File: config.mk
export PLATFORM = sky130hd
export DESIGN_NAME = sync_fifo_mc_flat
export DESIGN_NICKNAME = d
export VERILOG_FILES = /design/src/rtl/sync_fifo_mc_pkg.sv /design/src/rtl/sync_fifo_mc_if.sv /design/src/rtl/sync_fifo_mc_ch_ctrl.sv /design/src/rtl/sync_fifo_mc.sv /design/src/flat_wrapper.sv
export SDC_FILE = /design/constraint.sdc
export NUM_CORES = 1
export LEC_CHECK = 0
export ABC_AREA = 1
export ABC_CLOCK_PERIOD_IN_PS = 4410
export CELL_PAD_IN_SITES_DETAIL_PLACEMENT = 0
export CELL_PAD_IN_SITES_GLOBAL_PLACEMENT = 1
export CORE_AREA = 4 4 165 167
export CTS_CLUSTER_SIZE = 24
export DETAILED_ROUTE_END_ITERATION = 7
export DIE_AREA = 0 0 169 171
export MAX_ROUTING_LAYER = met4
export PLACE_DENSITY_LB_ADDON = 0.2
export SYNTH_ARGS = -nofsm -noshare
export SYNTH_HDL_FRONTEND = slang
export SYNTH_HIERARCHICAL = 1
export SYNTH_SLANG_ARGS = --single-unit
File: constraint.sdc
create_clock -name clk -period 4.41 [get_ports clk]
set_input_delay 0.6615 -clock clk [delete_from_list [all_inputs] [get_ports clk]]
set_output_delay 0.6615 -clock clk [all_outputs]
set_load 0.03 [all_outputs]
File: src/rtl/sync_fifo_mc_pkg.sv
// Shared types, constants and helpers for the multi-channel synchronous FIFO.
// level_t/ch_idx_t describe the default configuration; modules size from their parameters.
package sync_fifo_mc_pkg;

  localparam int unsigned DEF_ADDR_WIDTH = 4;
  localparam int unsigned DEF_CHANNELS   = 2;
  localparam int unsigned DROP_CNT_W     = 16;

  // Channel index width, never below one bit so a single-channel build still has a port.
  function automatic int unsigned clog2_min1(input int unsigned n);
    return (n <= 32'd2) ? 32'd1 : 32'($clog2(n));
  endfunction

  typedef logic [clog2_min1(DEF_CHANNELS)-1:0] ch_idx_t;
  typedef logic [DEF_ADDR_WIDTH:0]             level_t;
  typedef logic [DROP_CNT_W-1:0]               drop_cnt_t;

endpackage

File: src/rtl/sync_fifo_mc_if.sv
// Handshake/status bundle between the FIFO and its user.
// Carries drop_count only when SYNC_FIFO_MC_DROP_COUNT_EN is defined.
interface sync_fifo_mc_if
  import sync_fifo_mc_pkg::*;
#(
  parameter int unsigned DATA_WIDTH = 8,
  parameter int unsigned ADDR_WIDTH = 4,
  parameter int unsigned CHANNELS   = 2
);
  localparam int unsigned CH_W = clog2_min1(CHANNELS);
  localparam int unsigned LW   = ADDR_WIDTH + 1;

  logic                     wr_en;
  logic [CH_W-1:0]          wr_ch;
  logic [DATA_WIDTH-1:0]    wr_data;
  logic [CHANNELS-1:0]      full;
  logic                     rd_en;
  logic [CH_W-1:0]          rd_ch;
  logic [DATA_WIDTH-1:0]    rd_data;
  logic                     rd_valid;
  logic [CHANNELS-1:0]      empty;
  logic [CHANNELS-1:0]      has_data;
  logic [CHANNELS*LW-1:0]   level;
  logic                     overflow;
  logic                     underflow;
`ifdef SYNC_FIFO_MC_DROP_COUNT_EN
  logic [CHANNELS*DROP_CNT_W-1:0] drop_count;
`endif

  modport master (
    output wr_en, wr_ch, wr_data, rd_en, rd_ch,
    input  full, rd_data, rd_valid, empty, has_data, level, overflow, underflow
`ifdef SYNC_FIFO_MC_DROP_COUNT_EN
    , input drop_count
`endif
  );

  modport slave (
    input  wr_en, wr_ch, wr_data, rd_en, rd_ch,
    output full, rd_data, rd_valid, empty, has_data, level, overflow, underflow
`ifdef SYNC_FIFO_MC_DROP_COUNT_EN
    , output drop_count
`endif
  );

endinterface

File: src/rtl/sync_fifo_mc_ch_ctrl.sv
// Per-channel pointer/level bookkeeping, accept decisions and registered status flags.
// Optional saturating drop counter under SYNC_FIFO_MC_DROP_COUNT_EN.
module sync_fifo_mc_ch_ctrl
  import sync_fifo_mc_pkg::*;
#(
  parameter int unsigned ADDR_WIDTH   = 4,
  parameter int unsigned RESERVE      = 0,
  parameter int unsigned HAS_DATA_MIN = 1
) (
  input  logic                  clk,
  input  logic                  rst,
  input  logic                  wr_req,
  input  logic                  rd_req,
  output logic                  wr_accept_c,
  output logic                  rd_accept_c,
  output logic [ADDR_WIDTH-1:0] wr_ptr_q,
  output logic [ADDR_WIDTH-1:0] rd_ptr_q,
  output logic [ADDR_WIDTH:0]   level_q,
  output logic                  full_q,
  output logic                  empty_q,
  output logic                  has_data_q
`ifdef SYNC_FIFO_MC_DROP_COUNT_EN
  ,
  output drop_cnt_t             drop_cnt_q
`endif
);
  localparam int unsigned LW    = ADDR_WIDTH + 1;
  localparam int unsigned DEPTH = 1 << ADDR_WIDTH;

  logic [ADDR_WIDTH-1:0] wr_ptr_d, rd_ptr_d;
  logic [LW-1:0]         level_d;
  logic                  full_d, empty_d, has_data_d;
`ifdef SYNC_FIFO_MC_DROP_COUNT_EN
  drop_cnt_t             drop_cnt_d;
`endif

  // Acceptance looks only at the pre-edge level: no pass-through between read and write.
  always_comb begin : next_state
    wr_accept_c = wr_req && (level_q < LW'(DEPTH));
    rd_accept_c = rd_req && (level_q != '0);
    wr_ptr_d    = wr_ptr_q + ADDR_WIDTH'(wr_accept_c);
    rd_ptr_d    = rd_ptr_q + ADDR_WIDTH'(rd_accept_c);
    level_d     = level_q + LW'(wr_accept_c) - LW'(rd_accept_c);
    full_d      = (LW'(DEPTH) - level_d) <= LW'(RESERVE);
    empty_d     = (level_d == '0);
    has_data_d  = (level_d >= LW'(HAS_DATA_MIN));
`ifdef SYNC_FIFO_MC_DROP_COUNT_EN
    drop_cnt_d  = drop_cnt_q;
    if (wr_req && !wr_accept_c && (drop_cnt_q != '1)) drop_cnt_d = drop_cnt_q + 1'b1;
`endif
  end

  always_ff @(posedge clk) begin : state_reg
    if (rst) begin
      wr_ptr_q   <= '0;
      rd_ptr_q   <= '0;
      level_q    <= '0;
      full_q     <= 1'b0;
      empty_q    <= 1'b1;
      has_data_q <= 1'b0;
`ifdef SYNC_FIFO_MC_DROP_COUNT_EN
      drop_cnt_q <= '0;
`endif
    end else begin
      wr_ptr_q   <= wr_ptr_d;
      rd_ptr_q   <= rd_ptr_d;
      level_q    <= level_d;
      full_q     <= full_d;
      empty_q    <= empty_d;
      has_data_q <= has_data_d;
`ifdef SYNC_FIFO_MC_DROP_COUNT_EN
      drop_cnt_q <= drop_cnt_d;
`endif
    end
  end

endmodule

File: src/rtl/sync_fifo_mc.sv
// Single-clock multi-channel FIFO: one shared RAM split into per-channel regions.
// Define SYNC_FIFO_MC_DROP_COUNT_EN to add per-channel dropped-write counters.
module sync_fifo_mc
  import sync_fifo_mc_pkg::*;
#(
  parameter int unsigned DATA_WIDTH   = 8,
  parameter int unsigned ADDR_WIDTH   = 4,
  parameter int unsigned CHANNELS     = 2,
  parameter int unsigned RESERVE      = 0,
  parameter int unsigned HAS_DATA_MIN = 1
) (
  input  logic          clk,
  input  logic          rst,
  sync_fifo_mc_if.slave bus
);
  localparam int unsigned LW        = ADDR_WIDTH + 1;
  localparam int unsigned CH_W      = clog2_min1(CHANNELS);
  localparam int unsigned RAM_AW    = CH_W + ADDR_WIDTH;
  localparam int unsigned RAM_WORDS = 1 << RAM_AW;

  logic [CHANNELS-1:0]    wr_req_c, rd_req_c, wr_acc_c, rd_acc_c;
  logic [CHANNELS-1:0]    full_q, empty_q, has_data_q;
  logic [ADDR_WIDTH-1:0]  wr_ptr_q [CHANNELS];
  logic [ADDR_WIDTH-1:0]  rd_ptr_q [CHANNELS];
  logic [LW-1:0]          level_q  [CHANNELS];
  logic [ADDR_WIDTH-1:0]  wr_ptr_sel_c, rd_ptr_sel_c;
  logic [RAM_AW-1:0]      wr_addr_c, rd_addr_c;
  logic [CHANNELS*LW-1:0] level_vec_c;
  logic [DATA_WIDTH-1:0]  mem [RAM_WORDS];
  logic [DATA_WIDTH-1:0]  rd_data_d, rd_data_q;
  logic                   rd_valid_d, rd_valid_q;
  logic                   overflow_d, overflow_q;
  logic                   underflow_d, underflow_q;

  for (genvar c = 0; c < CHANNELS; c++) begin : g_ch
    sync_fifo_mc_ch_ctrl #(
      .ADDR_WIDTH   (ADDR_WIDTH),
      .RESERVE      (RESERVE),
      .HAS_DATA_MIN (HAS_DATA_MIN)
    ) u_ctrl (
      .clk         (clk),
      .rst         (rst),
      .wr_req      (wr_req_c[c]),
      .rd_req      (rd_req_c[c]),
      .wr_accept_c (wr_acc_c[c]),
      .rd_accept_c (rd_acc_c[c]),
      .wr_ptr_q    (wr_ptr_q[c]),
      .rd_ptr_q    (rd_ptr_q[c]),
      .level_q     (level_q[c]),
      .full_q      (full_q[c]),
      .empty_q     (empty_q[c]),
      .has_data_q  (has_data_q[c])
`ifdef SYNC_FIFO_MC_DROP_COUNT_EN
      ,
      .drop_cnt_q  (bus.drop_count[c*DROP_CNT_W +: DROP_CNT_W])
`endif
    );
  end

  // Channel decode; out-of-range channel indices match no controller and are ignored silently.
  always_comb begin : ch_decode
    wr_req_c     = '0;
    rd_req_c     = '0;
    wr_ptr_sel_c = '0;
    rd_ptr_sel_c = '0;
    level_vec_c  = '0;
    for (int c = 0; c < CHANNELS; c++) begin
      wr_req_c[c] = bus.wr_en && (bus.wr_ch == CH_W'(c));
      rd_req_c[c] = bus.rd_en && (bus.rd_ch == CH_W'(c));
      if (wr_req_c[c]) wr_ptr_sel_c = wr_ptr_q[c];
      if (rd_req_c[c]) rd_ptr_sel_c = rd_ptr_q[c];
      level_vec_c[c*LW +: LW] = level_q[c];
    end
    wr_addr_c = {bus.wr_ch, wr_ptr_sel_c};
    rd_addr_c = {bus.rd_ch, rd_ptr_sel_c};
  end

  always_comb begin : out_next
    rd_valid_d  = |rd_acc_c;
    rd_data_d   = rd_data_q;
    if (rd_valid_d) rd_data_d = mem[rd_addr_c];
    overflow_d  = |(wr_req_c & ~wr_acc_c);
    underflow_d = |(rd_req_c & ~rd_acc_c);
  end

  // Storage is not reset; the pointers alone define what is valid.
  always_ff @(posedge clk) begin : ram_write
    if (!rst && (|wr_acc_c)) mem[wr_addr_c] <= bus.wr_data;
  end

  always_ff @(posedge clk) begin : out_reg
    if (rst) begin
      rd_data_q   <= '0;
      rd_valid_q  <= 1'b0;
      overflow_q  <= 1'b0;
      underflow_q <= 1'b0;
    end else begin
      rd_data_q   <= rd_data_d;
      rd_valid_q  <= rd_valid_d;
      overflow_q  <= overflow_d;
      underflow_q <= underflow_d;
    end
  end

  assign bus.rd_data   = rd_data_q;
  assign bus.rd_valid  = rd_valid_q;
  assign bus.overflow  = overflow_q;
  assign bus.underflow = underflow_q;
  assign bus.full      = full_q;
  assign bus.empty     = empty_q;
  assign bus.has_data  = has_data_q;
  assign bus.level     = level_vec_c;

endmodule

File: src/flat_wrapper.sv
// flat-port wrapper written by rule: the top's interface ports become plain ports
module sync_fifo_mc_flat import sync_fifo_mc_pkg::*;
#(
  parameter int unsigned DATA_WIDTH   = 8,
  parameter int unsigned ADDR_WIDTH   = 4,
  parameter int unsigned CHANNELS     = 2,
  parameter int unsigned RESERVE      = 0,
  parameter int unsigned HAS_DATA_MIN = 1
)
  (clk, rst, bus_wr_en, bus_wr_ch, bus_wr_data, bus_rd_en, bus_rd_ch, bus_full, bus_rd_data, bus_rd_valid, bus_empty, bus_has_data, bus_level, bus_overflow, bus_underflow);
  sync_fifo_mc_if #(.DATA_WIDTH(DATA_WIDTH), .ADDR_WIDTH(ADDR_WIDTH), .CHANNELS(CHANNELS)) bus_i ();
  input  logic clk;
  input  logic rst;
  input wire logic [$bits(bus_i.wr_en)-1:0] bus_wr_en;
  input wire logic [$bits(bus_i.wr_ch)-1:0] bus_wr_ch;
  input wire logic [$bits(bus_i.wr_data)-1:0] bus_wr_data;
  input wire logic [$bits(bus_i.rd_en)-1:0] bus_rd_en;
  input wire logic [$bits(bus_i.rd_ch)-1:0] bus_rd_ch;
  output wire logic [$bits(bus_i.full)-1:0] bus_full;
  output wire logic [$bits(bus_i.rd_data)-1:0] bus_rd_data;
  output wire logic [$bits(bus_i.rd_valid)-1:0] bus_rd_valid;
  output wire logic [$bits(bus_i.empty)-1:0] bus_empty;
  output wire logic [$bits(bus_i.has_data)-1:0] bus_has_data;
  output wire logic [$bits(bus_i.level)-1:0] bus_level;
  output wire logic [$bits(bus_i.overflow)-1:0] bus_overflow;
  output wire logic [$bits(bus_i.underflow)-1:0] bus_underflow;
  assign bus_i.wr_en = bus_wr_en;
  assign bus_i.wr_ch = bus_wr_ch;
  assign bus_i.wr_data = bus_wr_data;
  assign bus_i.rd_en = bus_rd_en;
  assign bus_i.rd_ch = bus_rd_ch;
  assign bus_full = bus_i.full;
  assign bus_rd_data = bus_i.rd_data;
  assign bus_rd_valid = bus_i.rd_valid;
  assign bus_empty = bus_i.empty;
  assign bus_has_data = bus_i.has_data;
  assign bus_level = bus_i.level;
  assign bus_overflow = bus_i.overflow;
  assign bus_underflow = bus_i.underflow;
  sync_fifo_mc #(.DATA_WIDTH(DATA_WIDTH), .ADDR_WIDTH(ADDR_WIDTH), .CHANNELS(CHANNELS), .RESERVE(RESERVE), .HAS_DATA_MIN(HAS_DATA_MIN)) u_core (.clk(clk), .rst(rst), .bus(bus_i));
endmodule
After elaboration in Yosys (flattened, before gate mapping)
Memory sizes are Yosys's and may differ from the RTL's. A register that Yosys moved wholly into a read port is not among the register bits.
Index checks and enable logic that the tools add are counted.
{"block": "totals", "regBits": 35, "ramBits": 256, "in_bits": 14, "output_inout_bits": 27, "mem_count": 1}
{"block": "op_classes", "n_addsub": 10, "order_cmp": 6, "n_mux": 6, "n_bitwise": 6, "reduce_logical": 18}
{"memory": "u_core.mem", "depth": 32, "width": 8, "rd": 1, "rd_clocked_by_memory_dff": 1, "wr": 1, "line": "sync_fifo_mc.sv:29", "source": "logic [DATA_WIDTH-1:0] mem [RAM_WORDS];"}
{"operator": "4-bit by 1-bit adder with 4-bit output", "n": 4}
{"operator": "4-bit 2-to-1 mux", "n": 4}
{"operator": "5-bit by 1-bit adder with 5-bit output", "n": 2}
{"operator": "5-bit by 1-bit greater-or-equal comparator with 1-bit output, second input constant", "n": 2}
{"operator": "5-bit by 1-bit less-or-equal comparator with 1-bit output, second input constant", "n": 2}
{"operator": "5-bit zero test", "n": 2}
{"operator": "5-bit less-than comparator, second input constant", "n": 2}
{"operator": "5-bit nonzero test", "n": 2}
{"operator": "5-bit by 1-bit subtractor with 5-bit output", "n": 2}
{"operator": "5-bit subtractor, first input constant", "n": 2}
{"operator": "1-bit logical AND", "n": 9}
{"operator": "2-bit OR reduction", "n": 4}
{"operator": "2-bit bitwise AND", "n": 2}
{"operator": "2-bit inverter", "n": 2}
{"operator": "1-bit 2-to-1 mux", "n": 2}
{"operator": "1-bit inverter", "n": 2}
{"operator": "1-bit zero test", "n": 1}

Longest topological paths before layout
Gate-level depths: netlist of the first run.
{"block": "logic_depth", "ltp_word": 7, "ltp_mapped": 18, "ltp_nobuf": 18}

Hierarchy
Netlist of the first run, hierarchy kept.
{"mod": "sync_fifo_mc", "n_inst": 1, "cells_per_inst": 1118, "area_each_um2": 11866.4, "seq_area_each_um2": 7907.6}
{"mod": "sync_fifo_mc_ch_ctrl", "n_inst": 2, "cells_per_inst": 107, "area_each_um2": 810.8, "seq_area_each_um2": 320.3}

Least setup slack after synthesis of the first run
No wires, ideal clock.
{"block": "synth_path", "kind": "input-to-reg", "start": "input bus_rd_ch", "end": "register u_core.g_ch[0].u_ctrl.empty_q", "arrival_time_ps": 2637, "t_required_ps": 4287, "setup_slack_ps": 1650, "stages": 14, "path_buffers": 0, "cell_sequence": "inv_2 nand2_1 inv_1 a21boi_2 nand2_1 o21ai_0 ha_1 fa_1 nand3_1 nand3_1 nand2_1 inv_1 ha_1 or2_2"}
{"block": "synth_between", "elab_chain_cells": 5}
{"item": "start: declaration", "line": "flat_wrapper.sv:18", "source": "input wire logic [$bits(bus_i.rd_ch)-1:0] bus_rd_ch;"}
{"item": "1-bit inverter", "line": "sync_fifo_mc.sv:69", "source": "rd_req_c[c] = bus.rd_en && (bus.rd_ch == CH_W'(c));"}
{"item": "1-bit logical AND", "line": "sync_fifo_mc.sv:69"}
{"item": "named net u_core.rd_req_c[0]", "line": "sync_fifo_mc.sv:21", "source": "logic [CHANNELS-1:0] wr_req_c, rd_req_c, wr_acc_c, rd_acc_c;"}
{"item": "1-bit logical AND", "line": "sync_fifo_mc_ch_ctrl.sv:40", "source": "rd_accept_c = rd_req && (level_q != '0);"}
{"item": "named net u_core.rd_acc_c[0]", "line": "sync_fifo_mc.sv:21"}
{"item": "5-bit by 1-bit subtractor with 5-bit output", "line": "sync_fifo_mc_ch_ctrl.sv:43", "source": "level_d = level_q + LW'(wr_accept_c) - LW'(rd_accept_c);"}
{"item": "5-bit zero test", "line": "sync_fifo_mc_ch_ctrl.sv:45", "source": "empty_d = (level_d == '0);"}
{"item": "named net u_core.g_ch[0].u_ctrl.empty_d", "line": "sync_fifo_mc_ch_ctrl.sv:32", "source": "logic full_d, empty_d, has_data_d;"}
{"item": "end signal: assignment", "line": "sync_fifo_mc_ch_ctrl.sv:69", "source": "empty_q <= empty_d;"}
{"item": "end: declaration", "line": "sync_fifo_mc_ch_ctrl.sv:20", "source": "output logic empty_q,"}
The timed path passes the listed nets, and every way through them passes these cells.
A chain may end at the register's enable or synchronous reset.

Final worst setup path of the first run
{"block": "layout_path", "start": "input bus_rd_ch", "end": "register u_core.g_ch[1].u_ctrl.full_q"}
{"block": "layout_between", "elab_chain_cells": 5}
{"item": "1-bit logical AND", "line": "sync_fifo_mc.sv:69"}
{"item": "named net u_core.rd_req_c[1]", "line": "sync_fifo_mc.sv:21"}
{"item": "1-bit logical AND", "line": "sync_fifo_mc_ch_ctrl.sv:40"}
{"item": "named net u_core.rd_acc_c[1]", "line": "sync_fifo_mc.sv:21"}
{"item": "5-bit by 1-bit subtractor with 5-bit output", "line": "sync_fifo_mc_ch_ctrl.sv:43"}
{"item": "named net u_core.g_ch[1].u_ctrl.level_d[1]", "line": "sync_fifo_mc_ch_ctrl.sv:31", "source": "logic [LW-1:0] level_d;"}
{"item": "5-bit subtractor", "line": "sync_fifo_mc_ch_ctrl.sv:44", "source": "full_d = (LW'(DEPTH) - level_d) <= LW'(RESERVE);"}
{"item": "5-bit by 1-bit less-or-equal comparator with 1-bit output", "line": "sync_fifo_mc_ch_ctrl.sv:44"}
{"item": "end signal: assignment", "line": "sync_fifo_mc_ch_ctrl.sv:68", "source": "full_q <= full_d;"}
{"item": "end: declaration", "line": "sync_fifo_mc_ch_ctrl.sv:19", "source": "output logic full_q,"}
The timed path passes the listed nets, and every way through them passes these cells.

==> run_results.csv, run 1 <==
group,metric,value,unit
critical_path,path_cells,"clkdlybuf4s50_1 > buf_4 > nand2_1 > inv_1 > a21boi_2 > nand2_1 > o21ai_0 > ha_1 > fa_1 > inv_1 > nand2_1 > nor2_2 > nand3_2 > inv_1 > ha_1 > nand2_1 > nor2_1",
hold_path,hold_path_class,"flip-flop to flip-flop",
synthesis,ys_types,27,
power_and_ir_drop,power_density,474.1,nW/um^2
clock_network,clkTransAtPathRegs,0.06,ns
clock_network,cts_num_sinks,299,
critical_path,crit_top_cell,"nand2_1",
synthesis,synth_seq_cells,299,
synthesis,synth_edf_count,256,
critical_path,worstPathBufferInverterCount,5,
global_route,grt_pass1_vias,9268,
synthesis,synth_top_cells_by_area,"edfxtp_1 (57%), nand3_1 (12%), dfxtp_1 (6.4%), inv_1 (6.2%), nand2_1 (6.2%)",
critical_path,critPathSlowestCell,"clkdlybuf4s50_1",
clock_network,insertion_delay,0.55,ns
clock_network,cts_setup_buffers,0,
global_route,track_usage,0.2357,
die,start_util,0.5235,
layout,nets,1419,
global_route,antenna_found_initial,0,
synthesis,synthFlopType,"edfxtp_1",
power_and_ir_drop,p_leak,0.006277,uW
critical_path,worstPathRequired,4.86,ns
critical_path,endpoint_kind,"flip-flop",
clock_network,cts_made_buffers,31,
sta,skew,0.01026,ns
layout,multi_input_comb_area,3801,sq um
placement,gp_congestion,0.8332,
synthesis,synth_cells,1332,
sta,finalSetupViolCount,0,
route,route.detailed.drc,0,
sta,fmax,0.3204,GHz
sta,setup_ws,1.289,ns
synthesis,netlist_area,13490,sq um
sta,tightest_slew,1.222,ns
route,drtPass1Iterations,5,
route,wl_per_cell,18.95,microns
layout,seqCellArea,8548,sq um
clock_network,cts_hold_buf,0,
layout,antenna-diode-count,0,
synthesis,synth_top_cell_by_area,"edfxtp_1",
route,drt_iter0_drc,942,
die,io_pins,41,
job,cap_violations,0,
clock_network,cts_buffer_depth,3,
clock_network,cts_resized,0,
layout,layoutNonFillerInstCount,1744,
synthesis,synth-seq-area-share,0.6338,
layout,fillerInstances,2194,
critical_path,path_delay_family,"buffers and inverters",
die,fp.coreArea,25760,sq um
sta,slew_headroom,0.1841,
clock_network,h-tree-depth,1,
sta,hold_viol,0,
global_route,grt_first_pass_wirelength,51560,microns
route,via_per_inst,5.398,
die,die_area,28900,sq um
synthesis,synth_most_common_cell,"nand3_1",
clock_network,cts_tree,"done",
critical_path,max_stage_delay,0.49,ns
synthesis,synth_common_cells,"nand3_1 (314), edfxtp_1 (256), inv_1 (223), nand2_1 (222), nand3b_1 (73)",
placement,post-place-ws,0.7315,ns
placement,io_buffers,40,
synthesis,syn-num-nets,1366,
route,ant_nets,0,
clock_network,root_buffer,"clkbuf_16",
layout,drive_above_1_share,0.08872,
critical_path,criticalPathCategory,"input pin to flip-flop",
global_route,grt_max_degree,129,
critical_path,path_max_fanout,11,
layout,syn2layout_area_growth,15.02,%
die,die_w,169,microns
route,vias,9414,
die,placementRows,59,
placement,dp_cells,1687,
sta,layout_worst_path_cycle_share,0.7077,
sta,rsz0062_at_grt,"false",
sta,finalCriticalPeriod,3.121,ns
sta,report.final.slew_viol_count,0,
route,totalWireLength,33040,microns
critical_path,start_kind,"input pin",
synthesis,synth_warnings,6,
global_route,grt_remaining_overflow,0,
placement,placed_area,14390,sq um
run_status,status,"complete, no violations",
synthesis,synth_top_area_share,0.5699,
sta,tns,0,ns
power_and_ir_drop,vdd_drop_max,0.4444,mV
die,dieHeight,171,microns
critical_path,worstPathArrival,3.57,ns
placement,dpl.hpwl,18810,microns
synthesis,syn_area_per_cell,10.13,sq um
synthesis,async_reset_ff_frac,0,
layout,stdcell_area,15510,sq um
-- final cells by class --
cell class,count,area share
sequential,299,0.5510
multi-input combinational,741,0.2450
inverter,225,0.05444
clock buffer,35,0.05291
timing repair buffer,87,0.05017
tap,335,0.02702
clock inverter,22,0.01944
-- registers in the layout, summed over array words and instances, names as in the netlist --
register and flops:
u_core/bus.overflow 1, u_core/bus.rd_data 8, u_core/bus.rd_valid 1, u_core/bus.underflow 1, u_core/g_ch.u_ctrl/empty_q 2, u_core/g_ch.u_ctrl/full_q 2, u_core/g_ch.u_ctrl/has_data_q 2, u_core/g_ch.u_ctrl/level_q 10
u_core/g_ch.u_ctrl/rd_ptr_q 8, u_core/g_ch.u_ctrl/wr_ptr_q 8, u_core/mem 256
-- logic make-up after synthesis --
group / synth area share
xor gates and xnor gates: 0.002597
adders and majority gates: 0.01967
DFF: 0.6338
buffers and inverters: 0.08701
AOI/OAI and AO/OA: 0.01262
and+or+nand+nor: 0.2443
-- worst paths after layout --
| check | startpoint | end | slack, ns | cells past startpoint |
|---|---|---|---|---|
| worst max register to register | u_core/g_ch[1].u_ctrl/level_q[2] | u_core/g_ch[1].u_ctrl/full_q | 1.67 | 17 |
| worst min-delay path | u_core/g_ch[1].u_ctrl/wr_ptr_q[3] | u_core/g_ch[1].u_ctrl/wr_ptr_q[3] | 0.47 | 2 |
| worst max-delay path | bus_rd_ch | u_core/g_ch[1].u_ctrl/full_q | 1.29 | 17 |
| worst min register to register | u_core/g_ch[1].u_ctrl/wr_ptr_q[3] | u_core/g_ch[1].u_ctrl/wr_ptr_q[3] | 0.47 | 2 |
-- cells in the final DEF, fill, tap and decap left out, types with 3 or more instances in the layout --
master and count:
nand3_1 312, edfxtp_1 256, inv_1 223, nand2_1 220, nand3b_1 73, nor2_1 68
dfxtp_1 43, buf_4 43, clkdlybuf4s50_1 35, clkbuf_16 31, ha_1 18, a21oi_1 13
clkinvlp_4 7, bufinv_16 7, clkinv_2 7, o21ai_0 6, buf_2 5, nor2_2 4
xnor2_1 4, buf_12 4, clkbuf_8 3, o22ai_1 3
-- metrics by stage --
stage               utilization  hold slack [ns]  total power, uW
finish                   0.6022           0.4748             7355
global route             0.6022           0.5031             7685
global placement         0.5586           0.4584             4576
CTS                      0.6022           0.4782             7407
floorplan                     -           0.4384             4149
detailed placement       0.5586           0.4665             4592
-- worst reg2reg max path, stage by stage, from the launching register on --
cell and delay [ns]:
dfxtp_1 0.37, inv_1 0.08, ha_1 0.20, inv_1 0.07, nor2_1 0.06, a21boi_2 0.22, nand2_1 0.14, o21ai_0 0.11
ha_1 0.23, fa_1 0.43, inv_1 0.08, nand2_1 0.06, nor2_2 0.11, nand3_2 0.10, inv_1 0.07, ha_1 0.21
nand2_1 0.07, nor2_1 0.04
-- where the power goes --
part           internal (uW)  switching [uW]  leakage [uW]
Sequential              3160            69.4       0.00265
Combinational            453             845       0.00309
Clock                   1740            1080      0.000534
-- routing by layer --
layer  track usage  share of wire  vias to the layer above
li1              -              -                     4556
met1        0.3180           0.43                     4507
met2        0.3898           0.49                      302
met3       0.03050          0.061                       49
met4       0.04970          0.019                        0
met5             -              0                        -
Note: power is estimated with default switching activity, not from simulation.
==> inputs of run 2 (changes only) <==
--- a/config.mk
+++ b/config.mk
@@ -6,13 +6,13 @@
 export NUM_CORES = 1
 export LEC_CHECK = 0
 export ABC_AREA = 1
-export ABC_CLOCK_PERIOD_IN_PS = 4410
+export ABC_CLOCK_PERIOD_IN_PS = 2550
 export CELL_PAD_IN_SITES_DETAIL_PLACEMENT = 0
 export CELL_PAD_IN_SITES_GLOBAL_PLACEMENT = 1
-export CORE_AREA = 4 4 165 167
+export CORE_AREA = 4 4 181 183
 export CTS_CLUSTER_SIZE = 24
 export DETAILED_ROUTE_END_ITERATION = 7
-export DIE_AREA = 0 0 169 171
+export DIE_AREA = 0 0 185 187
 export MAX_ROUTING_LAYER = met4
 export PLACE_DENSITY_LB_ADDON = 0.2
 export SYNTH_ARGS = -nofsm -noshare
==> constraint.sdc (replaced) <==
create_clock -name clk -period 2.55 [get_ports clk]
set_input_delay 0.3825 -clock clk [delete_from_list [all_inputs] [get_ports clk]]
set_output_delay 0.3825 -clock clk [all_outputs]
set_load 0.03 [all_outputs]
==> run_results.csv, run 2 (synthesis gave the netlist of run 1 again) <==
group,metric,value,unit
sta,fmax,0.4039,GHz
critical_path,worstPathArrival,2.87,ns
route,drtPass1Iterations,5,
layout,drive_above_1_share,0.1420,
clock_network,root_buffer,"clkbuf_16",
layout,seqCellArea,8563,sq um
sta,tightest_slew,0.7082,ns
sta,hold_ws,0.4653,ns
critical_path,critPathSlowestCell,"fa_2",
die,die_area,34600,sq um
layout,final_common_cell,"nand3_1",
run_status,status,"complete, no violations",
critical_path,criticalPathCategory,"flip-flop to flip-flop",
critical_path,worstPathRequired,2.94,ns
layout,reg_top3,"u_core/mem: 256 flops, u_core/g_ch.u_ctrl/level_q: 10 flops",
global_route,antenna_found_initial,0,
sta,layout_worst_path_cycle_share,0.9709,
route,ant_nets,0,
layout,top_register,"u_core/mem",
clock_network,cts_num_sinks,299,
die,die_w,185,microns
hold_path,holdPathStages,2,
route,vias,9557,
hold_path,hp-start,"u_core/bus.rd_data[6]",
die,dieHeight,187,microns
clock_network,clkTransAtPathRegs,0.06,ns
sta,report.final.slew_viol_count,0,
clock_network,cts_hold_buf,0,
layout,largest_reg_flops,256,
global_route,grt_pass1_vias,9404,
critical_path,path_max_fanout,2,
route,wl_per_cell,18.11,microns
layout,layoutNonFillerInstCount,1895,
global_route,track_usage,0.2049,
hold_path,hold_end,"u_core/bus.rd_data[6]",
critical_path,r2r_slack,0.07,ns
placement,gp_congestion,0.7925,
sta,hold_viol,0,
power_and_ir_drop,power_density,805.3,nW/um^2
layout,multi_input_comb_area,3854,sq um
critical_path,reg2reg_depth,16,
global_route,grt_first_pass_wirelength,53490,microns
layout,nets,1500,
layout,antenna-diode-count,0,
clock_network,h-tree-depth,2,
critical_path,worstPathBufferInverterCount,4,
die,start_util,0.4319,
layout,final_util,0.5268,
placement,io_buffers,40,
sta,skew,0.01290,ns
critical_path,cp-startpoint,"u_core/g_ch[0].u_ctrl/level_q[2]",
sta,finalSetupViolCount,0,
critical_path,start_kind,"flip-flop",
clock_network,cts_made_buffers,36,
critical_path,path_delay_family,"adder cells",
critical_path,reg2reg_to,"u_core/g_ch[0].u_ctrl/empty_q",
sta,slew_headroom,0.5261,
clock_network,cts_buffer_depth,3,
power_and_ir_drop,p_leak,0.006732,uW
critical_path,max_stage_delay,0.54,ns
route,drt_iter0_drc,656,
global_route,grt_max_degree,50,
global_route,grt_remaining_overflow,0,
layout,syn2layout_area_growth,21.99,%
critical_path,endpoint_kind,"flip-flop",
die,fp.coreArea,31230,sq um
critical_path,path_cells,"inv_2 > ha_4 > inv_2 > nor2_4 > a21boi_2 > nand2_1 > o21ai_1 > ha_2 > fa_2 > inv_1 > nand2_1 > nor2_2 > nand3_2 > inv_1 > ha_1 > or2_2",
clock_network,insertion_delay,0.52,ns
route,route.detailed.drc,0,
power_and_ir_drop,vdd_drop_max,0.7388,mV
route,via_per_inst,5.043,
layout,fillerInstances,2849,
critical_path,timing.rr.start,"u_core/g_ch[0].u_ctrl/level_q[2]",
clock_network,cts_tree,"done",
die,io_pins,41,
die,placementRows,65,
route,totalWireLength,34320,microns
sta,tns,0,ns
hold_path,hold_path_class,"flip-flop to flip-flop",
placement,dpl.hpwl,21270,microns
sta,finalCriticalPeriod,2.476,ns
layout,final_cell_mix,"nand3_1 (312), edfxtp_1 (256), nand2_1 (219)",
job,cap_violations,0,
placement,dp_cells,1826,
[run 2: cell types whose count changed in the layout (fill, tap and decap cells not counted), moves of 6 or more]
| cell | before | now |
|---|---|---|
| buf_12 | 4 | 17 |
| buf_4 | 43 | 106 |
| clkbuf_1 | 1 | 9 |
| clkbuf_16 | 31 | 37 |
| clkinvlp_4 | 7 | 1 |
| inv_1 | 223 | 216 |
[run 2: worst max-delay path by stage]
| stage | end | slack [ns] | depth (start not counted) |
|---|---|---|---|
| final | u_core/g_ch[0].u_ctrl/empty_q | 0.07 | 16 |
| after global routing | u_core/g_ch[0].u_ctrl/empty_q | -0.03 | 16 |
| after CTS | u_core/g_ch[1].u_ctrl/full_q | 0.02 | 17 |
| after detailed placement | u_core/g_ch[0].u_ctrl/empty_q | -0.47 | 17 |
| after global placement | u_core/g_ch[0].u_ctrl/empty_q | -0.43 | 15 |
| after floorplan | u_core/g_ch[0].u_ctrl/full_q | 0.03 | 17 |
[run 2: what timing repair did]
| item | CTS | global route |
|---|---|---|
| gates resized for setup | 4 | 18 |
| setup endpoints to repair | 3 | 5 |
| pin swaps | 0 | 10 |
| buffers inserted | 0 | 4 |
[run 2: cell type report]
class	count	area share
inverter	225	0.05163
multi-input combinational	741	0.2342
clock buffer	50	0.06167
timing repair buffer	163	0.09338
tap	402	0.03057
sequential	299	0.5205
clock inverter	15	0.008061
[run 2: routing by layer]
metal / wire [microns] / up-vias / GRT usage
met5: 0 / - / -
met4: 658 / 0 / 0.04828
met3: 1778 / 49 / 0.03131
met2: 16580 / 212 / 0.3255
met1: 15300 / 4567 / 0.2801
li1: - / 4729 / -
[run 2: report_power, final]
part | switching (uW) | internal (uW)
Sequential | 100 | 5480
Clock | 1920 | 2990
Combinational | 1580 | 1180
Total | 3600 | 9650
[run 2: worst register-to-register path: cells and delay by family (launching register included)]
family	cells	cell delay, ns
AO/OA/AOI/OAI	2	0.14
buffers and inverters	4	0.21
adder cells (fa/ha/maj)	4	1.02
AND/OR/NAND/NOR	6	0.65
flip-flops	1	0.34
[run 2: through the flow]
step | cell area [sq um] | setup WS [ns] | power [uW]
floorplan | 13510 | 0.02667 | 7195
global placement | 15220 | -0.4334 | 8348
detailed placement | 15220 | -0.4693 | 8362
CTS | 16390 | 0.01757 | 13310
global route | 16450 | -0.03416 | 13910
finish | 16450 | 0.07415 | 13250
==> inputs of run 3 (changes only) <==
--- a/config.mk
+++ b/config.mk
@@ -5,14 +5,13 @@
 export SDC_FILE = /design/constraint.sdc
 export NUM_CORES = 1
 export LEC_CHECK = 0
-export ABC_AREA = 1
 export ABC_CLOCK_PERIOD_IN_PS = 2550
 export CELL_PAD_IN_SITES_DETAIL_PLACEMENT = 0
 export CELL_PAD_IN_SITES_GLOBAL_PLACEMENT = 1
-export CORE_AREA = 4 4 181 183
+export CORE_AREA = 4 4 168 170
 export CTS_CLUSTER_SIZE = 24
 export DETAILED_ROUTE_END_ITERATION = 7
-export DIE_AREA = 0 0 185 187
+export DIE_AREA = 0 0 172 174
 export MAX_ROUTING_LAYER = met4
 export PLACE_DENSITY_LB_ADDON = 0.2
 export SYNTH_ARGS = -nofsm -noshare
==> run_results.csv, run 3 <==
group,metric,value,unit
global_route,antenna_found_initial,0,
synthesis,async_reset_ff_frac,0,
synthesis,synth_warnings,6,
sta,layout_worst_path_cycle_share,1.076,
sta,finalSetupViolCount,5,
synthesis,synth_top_cell_by_area,"edfxtp_1",
synthesis,synth-compound-area-share,0.05276,
die,die_w,172,microns
power_and_ir_drop,p_switching,3595,uW
run_status,violations,"setup timing",
layout,reg_top3,"u_core/mem: 256 flops, u_core/g_ch.u_ctrl/level_q: 10 flops",
global_route,grt_first_pass_wirelength,45220,microns
synthesis,synthSimpleGateAreaFrac,0.1218,
die,dieHeight,174,microns
power_and_ir_drop,switching_share,0.2685,
route,drtPass1Iterations,5,
synthesis,synth.mux.area_fraction,0.06525,
critical_path,critPathSlowestCell,"or3_4",
layout,syn2layout_area_growth,25.95,%
layout,seqCellArea,8563,sq um
layout,nets,1080,
placement,dpl.hpwl,19640,microns
power_and_ir_drop,power_density,877.0,nW/um^2
layout,fillerInstances,2112,
power_and_ir_drop,combinationalPowerShare,0.262,
synthesis,synth-seq-area-share,0.7053,
synthesis,synth_fa_ha_area_frac,0.02189,
route,drt_iter0_drc,640,
synthesis,ys_types,51,
layout,layoutNonFillerInstCount,1408,
critical_path,path_max_fanout,3,
synthesis,syn_area_per_cell,14.08,sq um
critical_path,crit_top_cell,"ha_4",
clock_network,h-tree-depth,1,
sta,setup_ws,-0.1936,ns
critical_path,max_stage_delay,0.39,ns
die,die_area,29930,sq um
global_route,track_usage,0.2012,
route,wl_per_cell,21.28,microns
layout,final_common_cell,"edfxtp_1",
placement,dp_cells,1338,
critical_path,endpoint_kind,"flip-flop",
power_and_ir_drop,internal-power,9793,uW
synthesis,synth_top_cells_by_area,"edfxtp_1 (63%), dfxtp_1 (7.1%), mux2i_1 (6.0%), nand2_1 (4.2%), nand3_1 (1.9%)",
job,cap_violations,0,
clock_network,clkTransAtPathRegs,0.06,ns
layout,multi_input_comb_area,3612,sq um
critical_path,worstPathArrival,3.19,ns
clock_network,cts_tree,"done",
synthesis,synth_edf_count,256,
synthesis,synthFlopType,"edfxtp_1",
critical_path,path_cells,"inv_4 > ha_4 > nor4b_4 > or3_4 > buf_4 > fa_2 > a21oi_2 > o21bai_2 > xnor2_2 > ha_4 > nor2b_1 > and4_1",
route,via_per_inst,5.512,
run_status,status,"complete, but fails checks",
synthesis,synth_common_cells,"edfxtp_1 (256), nand2_1 (134), mux2i_1 (73), nor2_1 (57), nand3_1 (46)",
synthesis,synth_cells,861,
synthesis,netlist_area,12120,sq um
clock_network,cts_buffer_depth,3,
layout,largest_reg_flops,256,
placement,gp_congestion,0.9117,
sta,hold_viol,0,
critical_path,worstPathRequired,3.00,ns
clock_network,cts_made_buffers,30,
sta,fmax,0.3645,GHz
critical_path,start_kind,"flip-flop",
hold_path,hold_path_class,"flip-flop to flip-flop",
global_route,grt_remaining_overflow,0,
sta,slew_headroom,0.6017,
global_route,grt_pass1_vias,7753,
power_and_ir_drop,power_frac_clock,0.319,
sta,tightest_slew,0.5912,ns
synthesis,syn-num-nets,895,
clock_network,insertion_delay,0.55,ns
placement,io_buffers,40,
route,route.detailed.drc,0,
route,vias,7761,
synthesis,synth_xor_xnor_area_share,0.01425,
sta,report.final.slew_viol_count,0,
die,placementRows,60,
placement,post-place-ws,-0.6567,ns
layout,drive_above_1_share,0.2427,
synthesis,synth_most_common_cell,"edfxtp_1",
clock_network,root_buffer,"clkbuf_16",
power_and_ir_drop,seq_power_share,0.419,
critical_path,criticalPathCategory,"flip-flop to flip-flop",
clock_network,cts_num_sinks,299,
sta,skew,0.02116,ns
power_and_ir_drop,vdd_drop_max,0.6006,mV
die,start_util,0.4535,
global_route,grt_max_degree,49,
layout,top_register,"u_core/mem",
die,fp.coreArea,26730,sq um
layout,antenna-diode-count,0,
power_and_ir_drop,p_leak,0.005735,uW
synthesis,synth_top_family_by_area,"simple AND/OR/NAND/NOR gates",
die,io_pins,41,
clock_network,cts_hold_buf,0,
synthesis,synth_top_area_share,0.6343,
sta,finalCriticalPeriod,2.744,ns
synthesis,synth_seq_cells,299,
layout,final_cell_mix,"edfxtp_1 (256), nand2_1 (134), buf_4 (131)",
route,ant_nets,0,
route,totalWireLength,29960,microns
sta,rsz0062_at_grt,"true",
run 3: path summary, 6_finish.rpt:
kind                                     from  slack (ns)  depth (start not counted)                            to
max          u_core/g_ch[1].u_ctrl/level_q[3]       -0.19                         12  u_core/g_ch[1].u_ctrl/full_q
min                     u_core/bus.rd_data[3]        0.54                          2         u_core/bus.rd_data[3]
max reg2reg  u_core/g_ch[1].u_ctrl/level_q[3]       -0.19                         12  u_core/g_ch[1].u_ctrl/full_q
min reg2reg             u_core/bus.rd_data[3]        0.54                          2         u_core/bus.rd_data[3]
run 3: critical path, delay by kind of cell (launching register included):
| kind | cells | cell delay, ns |
|---|---|---|
| xor gates and xnor gates | 1 | 0.25 |
| DFF | 1 | 0.36 |
| AOI/OAI and AO/OA | 2 | 0.27 |
| and+or+nand+nor | 4 | 0.82 |
| adders and majority gates | 3 | 0.75 |
| buffers and inverters | 2 | 0.19 |
run 3: kinds of logic (layout without fill, tap and decap cells):
kind of cell               count (synthesis)  after routing
xor gates and xnor gates                  18             18
adders and majority gates                 20             20
AOI/OAI and AO/OA                         90             90
DFF                                      299            299
muxes                                     78             78
and+or+nand+nor                          310            310
buffers and inverters                     46            252
run 3: metrics by stage:
| step | power [uW] | hold slack [ns] | util | cell area [sq um] | setup TNS, ns |
|---|---|---|---|---|---|
| finish | 13390 | 0.5374 | 0.5712 | 15260 | -0.4981 |
| global route | 13960 | 0.5614 | 0.5712 | 15260 | -0.9675 |
| floorplan | 7279 | 0.4541 | - | 12190 | -0.3892 |
| CTS | 13080 | 0.5332 | 0.5624 | 15030 | -0.3041 |
| global placement | 8506 | 0.5047 | 0.5216 | 13940 | -46.52 |
| detailed placement | 8593 | 0.5129 | 0.5216 | 13940 | -33.70 |
run 3: repair_timing:
| action | 4_1_cts | 5_1_grt |
|---|---|---|
| setup buffers | 10 | 7 |
| resized for setup | 14 | 33 |
| endpoints found under the setup margin | 7 | 15 |
| pin swaps | 20 | 14 |
run 3: cell type report:
class | instances | share of cell area
Clock buffer | 35 | 0.05180
Clock inverter | 18 | 0.01115
Inverter | 15 | 0.004344
Multi-Input combinational cell | 516 | 0.2366
Sequential cell | 299 | 0.5610
Tap cell | 341 | 0.02795
Timing Repair Buffer | 184 | 0.1071
run 3: routing by layer:
metal	share of wire	global-route usage	vias up
met5	0	-	-
met1	0.42	0.2694	3846
li1	-	-	3603
met3	0.062	0.03389	53
met2	0.49	0.3249	259
met4	0.023	0.04586	0
run 3: power by group through the flow:
| stage | Sequential, uW | Combinational [uW] | Clock (uW) |
|---|---|---|---|
| floorplan | 5960 | 1320 | 0 |
| global placement | 5690 | 2820 | 0 |
| detailed placement | 5700 | 2900 | 0 |
| CTS | 5600 | 3130 | 4350 |
| global route | 5620 | 3770 | 4570 |
| finish | 5600 | 3510 | 4270 |
